$ cat src/rtl/edge_pulse_decoder.sv
// -----------------------------------------------------------------------------
// edge_pulse_decoder
//
// Rebuilds a level waveform from a stream of one-cycle edge pulses. Each
// accepted pulse toggles the rebuilt level. The module also reports how long
// the previous level was held, and it rejects pulses that arrive sooner than
// MIN_WIDTH cycles after the last accepted edge. Accepted edges are counted.
//
// Parameters
//   INIT_LEVEL  level_out value after reset / clear
//   MIN_WIDTH   minimum cycles between accepted edges (1..2**CNT_W-1)
//   CNT_W       width of the hold-time counter and width_out
//   ECNT_W      width of the accepted-edge counter
//
// Ports
//   clk          in   1       clock, rising edge
//   rst_n        in   1       asynchronous reset, active low
//   edge_pulse   in   1       edge event, one cycle high per edge
//   clear        in   1       synchronous soft reset (same values as rst_n)
//   level_out    out  1       rebuilt level
//   width_out    out  CNT_W   cycles the previous level was held
//   width_valid  out  1       one-cycle strobe: width_out/width_ovf updated
//   width_ovf    out  1       hold counter was saturated at the measured edge
//   glitch       out  1       one-cycle strobe: edge_pulse rejected (too soon)
//   edge_count   out  ECNT_W  accepted edges since reset/clear (wraps)
// -----------------------------------------------------------------------------
module edge_pulse_decoder #(
    parameter logic INIT_LEVEL = 1'b0,
    parameter int   MIN_WIDTH  = 2,
    parameter int   CNT_W      = 8,
    parameter int   ECNT_W     = 8
) (
    input  logic              clk,
    input  logic              rst_n,
    input  logic              edge_pulse,
    input  logic              clear,
    output logic              level_out,
    output logic [CNT_W-1:0]  width_out,
    output logic              width_valid,
    output logic              width_ovf,
    output logic              glitch,
    output logic [ECNT_W-1:0] edge_count
);

    // IDLE: no edge seen since reset/clear, so there is no width reference.
    // HOLD: inside the rejection window after an accepted edge.
    // STABLE: window elapsed, next pulse is accepted and measured.
    typedef enum logic [1:0] {
        ST_IDLE   = 2'b00,
        ST_HOLD   = 2'b01,
        ST_STABLE = 2'b10
    } state_t;

    localparam logic [CNT_W-1:0]  CNT_ZERO  = {CNT_W{1'b0}};
    localparam logic [CNT_W-1:0]  CNT_ONE   = {{(CNT_W-1){1'b0}}, 1'b1};
    localparam logic [CNT_W-1:0]  CNT_MAX   = {CNT_W{1'b1}};
    localparam logic [CNT_W-1:0]  MIN_W     = CNT_W'(MIN_WIDTH);
    localparam logic [ECNT_W-1:0] ECNT_ZERO = {ECNT_W{1'b0}};
    localparam logic [ECNT_W-1:0] ECNT_ONE  = {{(ECNT_W-1){1'b0}}, 1'b1};

    // With MIN_WIDTH of 1 the window is already satisfied once cnt is 1,
    // so an accepted edge goes straight back to STABLE.
    localparam state_t ACCEPT_STATE = (MIN_WIDTH > 32'sd1) ? ST_HOLD : ST_STABLE;

    // Saturating increment: the counter sticks at all-ones so an overlong
    // level reads as "at least CNT_MAX" instead of wrapping to a short value.
    function automatic logic [CNT_W-1:0] sat_inc(input logic [CNT_W-1:0] value);
        logic [CNT_W-1:0] result;
        if (value == CNT_MAX) begin
            result = value;
        end else begin
            result = value + CNT_ONE;
        end
        return result;
    endfunction

    state_t              state_r;
    logic [CNT_W-1:0]    cnt_r;
    logic                level_r;
    logic [CNT_W-1:0]    width_r;
    logic                width_valid_r;
    logic                width_ovf_r;
    logic                glitch_r;
    logic [ECNT_W-1:0]   edge_count_r;
    logic [CNT_W-1:0]    cnt_inc_s;

    // Next hold-count value when no edge is accepted this cycle.
    always_comb begin
        cnt_inc_s = sat_inc(cnt_r);
    end

    // Decoder state machine with all outputs held in registers.
    always_ff @(posedge clk or negedge rst_n) begin
        if (!rst_n) begin
            state_r       <= ST_IDLE;
            cnt_r         <= CNT_ZERO;
            level_r       <= INIT_LEVEL;
            width_r       <= CNT_ZERO;
            width_valid_r <= 1'b0;
            width_ovf_r   <= 1'b0;
            glitch_r      <= 1'b0;
            edge_count_r  <= ECNT_ZERO;
        end else if (clear) begin
            // Soft reset takes priority over a coincident edge pulse.
            state_r       <= ST_IDLE;
            cnt_r         <= CNT_ZERO;
            level_r       <= INIT_LEVEL;
            width_r       <= CNT_ZERO;
            width_valid_r <= 1'b0;
            width_ovf_r   <= 1'b0;
            glitch_r      <= 1'b0;
            edge_count_r  <= ECNT_ZERO;
        end else begin
            // Strobes are high for a single cycle only.
            width_valid_r <= 1'b0;
            glitch_r      <= 1'b0;
            case (state_r)
                ST_IDLE: begin
                    if (edge_pulse) begin
                        // First edge: nothing to measure against yet.
                        level_r      <= ~level_r;
                        cnt_r        <= CNT_ONE;
                        edge_count_r <= edge_count_r + ECNT_ONE;
                        state_r      <= ACCEPT_STATE;
                    end else begin
                        cnt_r   <= CNT_ZERO;
                        state_r <= ST_IDLE;
                    end
                end
                ST_HOLD: begin
                    // A pulse here is rejected; the window keeps running
                    // from the last accepted edge rather than restarting.
                    if (edge_pulse) begin
                        glitch_r <= 1'b1;
                    end else begin
                        glitch_r <= 1'b0;
                    end
                    cnt_r <= cnt_inc_s;
                    if (cnt_inc_s >= MIN_W) begin
                        state_r <= ST_STABLE;
                    end else begin
                        state_r <= ST_HOLD;
                    end
                end
                ST_STABLE: begin
                    if (edge_pulse) begin
                        // cnt_r is the number of cycles the old level lasted.
                        width_r       <= cnt_r;
                        width_ovf_r   <= (cnt_r == CNT_MAX);
                        width_valid_r <= 1'b1;
                        level_r       <= ~level_r;
                        cnt_r         <= CNT_ONE;
                        edge_count_r  <= edge_count_r + ECNT_ONE;
                        state_r       <= ACCEPT_STATE;
                    end else begin
                        cnt_r   <= cnt_inc_s;
                        state_r <= ST_STABLE;
                    end
                end
                default: begin
                    state_r <= ST_IDLE;
                    cnt_r   <= CNT_ZERO;
                end
            endcase
        end
    end

    assign level_out   = level_r;
    assign width_out   = width_r;
    assign width_valid = width_valid_r;
    assign width_ovf   = width_ovf_r;
    assign glitch      = glitch_r;
    assign edge_count  = edge_count_r;

endmodule
$ cat config.mk
export PLATFORM = sky130hd
export DESIGN_NAME = edge_pulse_decoder
export DESIGN_NICKNAME = d
export VERILOG_FILES = /design/src/rtl/edge_pulse_decoder.sv
export SDC_FILE = /design/constraint.sdc
export NUM_CORES = 1
export LEC_CHECK = 0
export CAP_MARGIN = 10
export CORE_MARGIN = 10
export CORE_UTILIZATION = 50
export CTS_CLUSTER_DIAMETER = 150
export DETAILED_ROUTE_END_ITERATION = 8
export GPL_ROUTABILITY_DRIVEN = 0
export PLACE_DENSITY = 0.76
export SLEW_MARGIN = 5
export SYNTH_ARGS = -nofsm -noshare
export SYNTH_HDL_FRONTEND = slang
export SYNTH_SLANG_ARGS = --single-unit
$ cat constraint.sdc
create_clock -name clk -period 2.3 [get_ports clk]
set_input_delay 0.345 -clock clk [delete_from_list [all_inputs] [get_ports clk]]
set_output_delay 0.345 -clock clk [all_outputs]
set_load 0.02 [all_outputs]
# [Word level (Yosys, flattened, before mapping)]
# Cells that the tools add are included.
[op_classes] add_sub_neg=2 multipliers=0 div_mod_pow=0 magnitude_cmp=1 eq_ne=3 shifts=0 n_mux=27 n_bitwise=1 reduce_logical=7
[ops] cell="two-way mux 8 bit" count=9
[ops] cell="one-hot mux 8 bit (3 select lines)" count=1
[ops] cell="adder 8 x 1 -> 8 bit, second input constant" count=2
[ops] cell="two-way mux 1 bit" count=13
[ops] cell="equality test 8 bit, second input constant" count=1
[ops] cell=">= comparator 8 x 2 -> 1 bit, second input constant" count=1
[ops] cell="two-way mux 2 bit" count=3
[ops] cell="one-hot mux 2 bit (3 select lines)" count=1
[ops] cell="nonzero test 2 bit" count=3
[ops] cell="AND reduction 2 bit" count=2
[ops] cell="equality test 2 x 1 -> 1 bit, second input constant" count=1
[ops] cell="equality test 2 bit, second input constant" count=1
[ops] cell="logical NOT 2 bit" count=1
[ops] cell="OR reduction 2 bit" count=1
[ops] cell="NOT 1 bit" count=1
[totals] regBits=30 latch_bits=0 ramBits=0 romBits=0 input_bits=4 output_inout_bits=20 mem_count=0

# [Depth between registers and ports, before layout]
# Gate-level depths: netlist (run 1).
[logic_depth] word_depth=6 depth_mapped=6 mapped_depth_nobuf=5

# [Worst setup path before layout (run 1)]
# OpenSTA, ideal clock, no wires.
[synth_timing] kind="register to register" start="reg cnt_r[0]" end="reg state_r[1]" setup_ns=0.129 t_arrival_ns=1.600 setup_slack_ns=0.571 stages_incl_launch_ff=7 synth_period_minus_slack_ns=1.729 cell_sequence="dfrtp_1 > ha_1 > and3_1 > buf_6 > mux2i_1 > a31oi_2 > o41a_1"
[synth_via] elab_chain_len=6 word_cells_on_any_way=7 classes_between="1 x add/sub; 1 x order compare; 1 x eq/ne; 4 x mux"
[synth_lines] element="from (decl)" line_no="78" rtl="logic [CNT_W-1:0] cnt_r;"
[synth_lines] element="from (signal assigned)" line_no="138" rtl="cnt_r <= cnt_inc_s;"
[synth_lines] element="from (signal assigned)" line_no="156" rtl="cnt_r <= cnt_inc_s;"
[synth_lines] element="adder 8 x 1 -> 8 bit / equality test 8 bit (equally long branches)" line_no="72, 69"
[synth_lines] element="two-way mux 8 bit *" line_no="69" rtl="if (value == CNT_MAX) begin"
[synth_lines] element=">= comparator 8 x 2 -> 1 bit *" line_no="139" rtl="if (cnt_inc_s >= MIN_W) begin"
[synth_lines] element="two-way mux 2 bit *" line_no="139"
[synth_lines] element="one-hot mux 2 bit (3 select lines) *" line_no="117" rtl="case (state_r)"
[synth_lines] element="two-way mux 2 bit *" line_no="103" rtl="end else if (clear) begin"
[synth_lines] element="to (signal assigned)" line_no="105" rtl="state_r <= ST_IDLE;"
[synth_lines] element="to (signal assigned)" line_no="140" rtl="state_r <= ST_STABLE;"
[synth_lines] element="to (signal assigned)" line_no="142" rtl="state_r <= ST_HOLD;"
[synth_lines] element="to (decl)" line_no="77" rtl="state_t state_r;"
# Every way passes the cells marked *; elsewhere a longest branch is shown, timed or not.
# A chain may end at the register's enable or synchronous reset.

# [Worst setup path after layout (run 1)]
# Ends and elaborated chain as after synthesis.

==> results of run 1 <==
power by group:
group / leakage (nW) / switching [mW] / total (mW) / internal (mW)
Combinational: 0.323 / 0.0645 / 0.113 / 0.0485
Sequential: 0.414 / 0.0127 / 0.553 / 0.541
Clock: 0.0353 / 0.182 / 0.330 / 0.148
state kept, by name, summed over array words and instances, names as in the netlist:
name         flops
width_valid      1
width_ovf        1
glitch           1
state_r          2
cnt_r            8
level_out        1
edge_count       8
width_out        8
final cells by class:
type,count,share of cell area
multi-input combinational,94,0.368
inverter,1,0.00213
clock inverter,1,0.00284
sequential,30,0.426
tap,31,0.0220
clock buffer,7,0.0312
timing repair buffer,27,0.148
cells by family after synthesis:
logic type / count (synthesis) / synth area share
multiplexers: 4 / 0.0274
flip-flops: 30 / 0.514
XOR/XNOR: 12 / 0.0719
buffers and inverters: 9 / 0.0428
AO/OA/AOI/OAI: 28 / 0.151
adder cells (fa/ha/maj): 2 / 0.0171
AND/OR/NAND/NOR: 48 / 0.176
cells in the final DEF, fill, tap and decap left out, types with 5 or more instances in the layout:
| master | count |
|---|---|
| dfrtp_1 | 30 |
| clkdlybuf4s50_1 | 23 |
| nor2_1 | 15 |
| a22o_1 | 8 |
| xnor2_1 | 6 |
| nand4_1 | 6 |
| xor2_1 | 6 |
| and3_1 | 5 |
| nand3_1 | 5 |
| a21oi_1 | 5 |
| clkbuf_4 | 5 |
worst paths after layout:
check / from / slack [ns] / to / depth (start not counted)
min reg2reg: width_out[0]$_DFFE_PN0P_ / 0.51 / width_out[0]$_DFFE_PN0P_ / 1
min in group clk: width_out[0]$_DFFE_PN0P_ / 0.51 / width_out[0]$_DFFE_PN0P_ / 1
min: rst_n / 0.39 / glitch$_DFF_PN0_ / 2
max reg2reg: cnt_r[0]$_DFF_PN0_ / 0.42 / state_r[1]$_DFF_PN0_ / 5
max: cnt_r[0]$_DFF_PN0_ / 0.42 / state_r[1]$_DFF_PN0_ / 5
max in group asynchronous: rst_n / 1.63 / cnt_r[7]$_DFF_PN0_ / 2
metal layers:
metal / routed length [um] / global-route usage
met4: 32 / 0.0642
met1: 1380 / 0.159
met2: 1370 / 0.169
met3: 235 / 0.0439
met5: 0 / 0
worst max-delay path: stages, from the launching register on:
cell,delay (ns)
dfrtp_1,0.41
ha_1,0.29
and3_1,0.28
mux2i_1,0.25
a31oi_2,0.13
o41a_1,0.39
==> impl_metrics.env, run 1 <==
export IMPL_worst_pin_slew_ns=0.860
export IMPL_ios=24
export IMPL_ant_nets=0
export IMPL_antenna_found_initial=0
export IMPL_num_fill_cells=219
export IMPL_grt_pass1_vias=1083
export IMPL_insertion_delay_ns=0.33
export IMPL_synth_most_common_cell="dfrtp_1"
export IMPL_totalWireLength_mm=3.01
export IMPL_die_h_um=74.1
export IMPL_yosys_area_top_type="dfrtp_1"
export IMPL_seq_area_um2=751
export IMPL_cts_tree="done"
export IMPL_synth_avg_cell_area_um2=11.0
export IMPL_post_cts_buffers=0
export IMPL_tns_ns=0
export IMPL_path_class="flop to flop"
export IMPL_syn_num_nets=139
export IMPL_cap_viol_max_count=0
export IMPL_vias_per_cell=5.87
export IMPL_grt_overflow_total=0
export IMPL_synthTopCellsByArea="dfrtp_1 (51%), a22o_1 (4.8%), nor2_1 (3.9%), xnor2_1 (3.6%), xor2_1 (3.6%)"
export IMPL_multi_input_area_um2=648
export IMPL_dp_slack_ns=0.451
export IMPL_initial_core_util=0.525
export IMPL_cts_htree_levels=2
export IMPL_fin_crit_ns=1.88
export IMPL_firstDrtPassIters=4
export IMPL_relSlewSlack=0.424
export IMPL_avgRoutedWirePerCell_um=15.8
export IMPL_stdcell_area_um2=1760
export IMPL_finalCritPeriodShare=0.818
export IMPL_power_density_nw_per_um2=566
export IMPL_cts_max_path_buffers=2
export IMPL_dr_total_vias=1121
export IMPL_post_dp_hpwl_mm=2.16
export IMPL_rsz0062_at_grt="no"
export IMPL_synth_edf_count=0
export IMPL_placed_cell_area_um2=1700
export IMPL_cts_hold_buf=0
export IMPL_synth_warning_count=0
export IMPL_antenna_cells=0
export IMPL_grt_max_degree=31
export IMPL_finClkSkew_ns=0.00504
export IMPL_synthCells=133
export IMPL_yosys_top_cells_count="dfrtp_1 (30), nor2_1 (15), a22o_1 (8)"
export IMPL_status="complete, no violations"
export IMPL_finalSetupViolCount=0
export IMPL_core_area_um2=2780
export IMPL_port_buffers=23
export IMPL_ys_seq_area_frac=0.514
export IMPL_cts_resized=0
export IMPL_cp_required_ns=2.51
export IMPL_power_leakage_nw=0.772
export IMPL_path_clk_slew_ns=0.09
export IMPL_fp_dieW_um=74.1
export IMPL_arrival_ns=2.09
export IMPL_clockRootBuffer="clkbuf_4"
export IMPL_crit_path_end_kind="flop"
export IMPL_synth_top_cell_area_share=0.514
export IMPL_ir_drop_v=0.000608
export IMPL_hold_violations=0
export IMPL_hold_class="primary input to asynchronous set/reset pin"
export IMPL_final_nets=165
export IMPL_final_cells=191
export IMPL_final_core_util=0.633
export IMPL_cts_buffers=5
export IMPL_dp_cells=183
export IMPL_crit_fanout=7
export IMPL_totalPowerFinal_mw=0.997
export IMPL_post_route_drc_count=0
export IMPL_drive_gt1_frac=0.119
export IMPL_fp_row_count=19
export IMPL_final_max_slew_viol_count=0
export IMPL_start_kind="flop"
export IMPL_syn2layout_area_growth_pct=20.5
export IMPL_die_area_um2=5480
export IMPL_cts_sinks=30
export IMPL_grt_pass1_wl_mm=5.22
export IMPL_ys_seq_elements=30
export IMPL_fin_ws_ns=0.420
export IMPL_ys_flop_type="dfrtp_1"
export IMPL_async_flop_share=1.00
export IMPL_grt_use_total=0.121
export IMPL_hold_ws_ns=0.387
export IMPL_drtIter0Drc=78
export IMPL_yosysUniqueCellTypes=35
export IMPL_netlist_area_um2=1460
export IMPL_fmax_ghz=0.532
No activity file was read; power rests on OpenSTA's default activity.
==> run 2, diff against run 1 <==
- clock period: 2.3 -> 1.74 ns (I/O delays scaled with it)
==> run 2 against run 1 <==
Effect of this change: critical path depth fell by 1; fmax rose by 11%; highest routed layer unchanged; largest power group unchanged; critical path type unchanged; sequential power rose by 33%; hold slack got worse by 0.088 ns; clock-buffer cell count fell by 1.
==> impl_metrics.env, run 2 (synthesized netlist as in run 1, its figures left out) <==
export IMPL_avgRoutedWirePerCell_um=15.9
export IMPL_firstDrtPassIters=4
export IMPL_fp_dieW_um=74.1
export IMPL_drive_gt1_frac=0.170
export IMPL_cts_tree="done"
export IMPL_cap_viol_max_count=0
export IMPL_cp_required_ns=1.96
export IMPL_hold_ws_ns=0.298
export IMPL_r2r_cells=4
export IMPL_grt_max_degree=31
export IMPL_cts_max_path_buffers=2
export IMPL_finClkSkew_ns=0.00603
export IMPL_hold_violations=0
export IMPL_ios=24
export IMPL_hold_class="primary input to asynchronous set/reset pin"
export IMPL_power_density_nw_per_um2=714
export IMPL_antenna_found_initial=0
export IMPL_drtIter0Drc=97
export IMPL_use_met2=0.174
export IMPL_path_clk_slew_ns=0.09
export IMPL_ir_drop_v=0.000568
export IMPL_final_common_cell="dfrtp_1"
export IMPL_num_fill_cells=206
export IMPL_grt_use_met1=0.154
export IMPL_post_dp_hpwl_mm=2.20
export IMPL_finalCritPeriodShare=0.972
export IMPL_tns_ns=0
export IMPL_cts_htree_levels=2
export IMPL_crit_fanout=7
export IMPL_worst_pin_slew_ns=0.760
export IMPL_path_class="flop to flop"
export IMPL_placed_cell_area_um2=1740
export IMPL_cts_sinks=30
export IMPL_endpoint="state_r[1]$_DFF_PN0_"
export IMPL_use_met3=0.0479
export IMPL_die_h_um=74.1
export IMPL_final_cells=196
export IMPL_antenna_cells=0
export IMPL_core_area_um2=2780
export IMPL_final_cell_mix="dfrtp_1 (28), clkdlybuf4s50_1 (23), nor2_1 (15)"
export IMPL_fin_crit_ns=1.69
export IMPL_initial_core_util=0.525
export IMPL_fp_row_count=19
export IMPL_top_usage_layer="met2"
export IMPL_status="complete, no violations"
export IMPL_relSlewSlack=0.491
export IMPL_cts_buffers=5
export IMPL_grt_pass1_wl_mm=5.27
export IMPL_slowest_delay_ns=0.48
export IMPL_crit_path_end_kind="flop"
export IMPL_clockRootBuffer="clkbuf_4"
export IMPL_final_max_slew_viol_count=0
export IMPL_power_leakage_nw=0.799
export IMPL_dr_total_vias=1164
export IMPL_arrival_ns=1.91
export IMPL_grt_overflow_total=0
export IMPL_die_area_um2=5480
export IMPL_fmax_ghz=0.591
export IMPL_stdcell_area_um2=1820
export IMPL_final_nets=172
export IMPL_crit_chain="and3_1 > a311oi_1 > a31oi_2 > o41a_1"
export IMPL_multi_input_area_um2=661
export IMPL_critical_path_slowest_cell="dfrtp_1"
export IMPL_grt_pass1_vias=1135
export IMPL_totalWireLength_mm=3.12
export IMPL_startpoint="cnt_r[2]$_DFF_PN0_"
export IMPL_rrSetupSlack_ns=0.05
export IMPL_finalSetupViolCount=0
export IMPL_start_kind="flop"
export IMPL_r2r_start="cnt_r[2]$_DFF_PN0_"
export IMPL_ant_nets=0
export IMPL_insertion_delay_ns=0.33
export IMPL_post_route_drc_count=0
export IMPL_grt_use_total=0.121
export IMPL_dp_cells=188
export IMPL_vias_per_cell=5.94
export IMPL_port_buffers=23
export IMPL_timing_rr_end="state_r[1]$_DFF_PN0_"
export IMPL_totalPowerFinal_mw=1.30
export IMPL_syn2layout_area_growth_pct=24.6
export IMPL_seq_area_um2=753
run 2: worst max-delay path: cells and delay by family, from the launching register on:
family | cells | cell delay (ns)
flip-flops | 1 | 0.48
AO/OA/AOI/OAI | 3 | 0.82
AND/OR/NAND/NOR | 1 | 0.27
run 2: worst min path at each step:
stage | end | from | slack (ns) | cells after the start
CTS | cnt_r[5]$_DFF_PN0_ | rst_n | 0.32 | 2
global route | cnt_r[6]$_DFF_PN0_ | rst_n | 0.35 | 2
floorplan | cnt_r[0]$_DFF_PN0_ | rst_n | -0.03 | 0
finish | cnt_r[3]$_DFF_PN0_ | rst_n | 0.30 | 2
detailed placement | width_out[3]$_DFFE_PN0P_ | width_out[3]$_DFFE_PN0P_ | 0.49 | 1
global placement | width_out[4]$_DFFE_PN0P_ | width_out[4]$_DFFE_PN0P_ | 0.49 | 1
run 2: per-layer routing:
| metal | vias up | routed length, um | share of wire |
|---|---|---|---|
| met5 | - | 0 | 0 |
| met4 | 0 | 62 | 0.020 |
| met3 | 7 | 242 | 0.078 |
| met2 | 42 | 1380 | 0.44 |
| met1 | 564 | 1430 | 0.46 |
| li1 | 551 | - | - |
run 2: timing repair:
| action | 4_1_cts | 5_1_grt |
|---|---|---|
| setup endpoints to repair | 0 | 3 |
| gates resized for setup | 0 | 4 |
| hold buffers | 0 | 0 |
| buffers inserted | 0 | 2 |
run 2: power by group:
group	internal (mW)	switching [mW]	total [mW]	leakage (nW)
clock network	0.182	0.223	0.405	0.0302
registers	0.715	0.0181	0.733	0.411
logic	0.0737	0.0881	0.162	0.357
run 2: final cells by class:
type,count,area share
flip-flops and latches,30,0.414
multi-input cells,94,0.363
repair buffers,34,0.172
clock buffers,6,0.0282
well taps,31,0.0213
inverters,1,0.00206
run 2: metrics by stage:
stage          utilization  setup WS [ns]
3_3_place_gp         0.625         0.0343
2_1_floorplan            -         0.0109
3_5_place_dp         0.625         0.0204
6_report             0.655         0.0481
4_1_cts              0.644         0.0121
5_1_grt              0.655        -0.0152
==> run 3, diff against run 2 <==
- SKIP_CTS_REPAIR_TIMING: not set -> 1
==> results of run 3 <==
The final DEF is identical to that of run 2; final timing and power are the same.
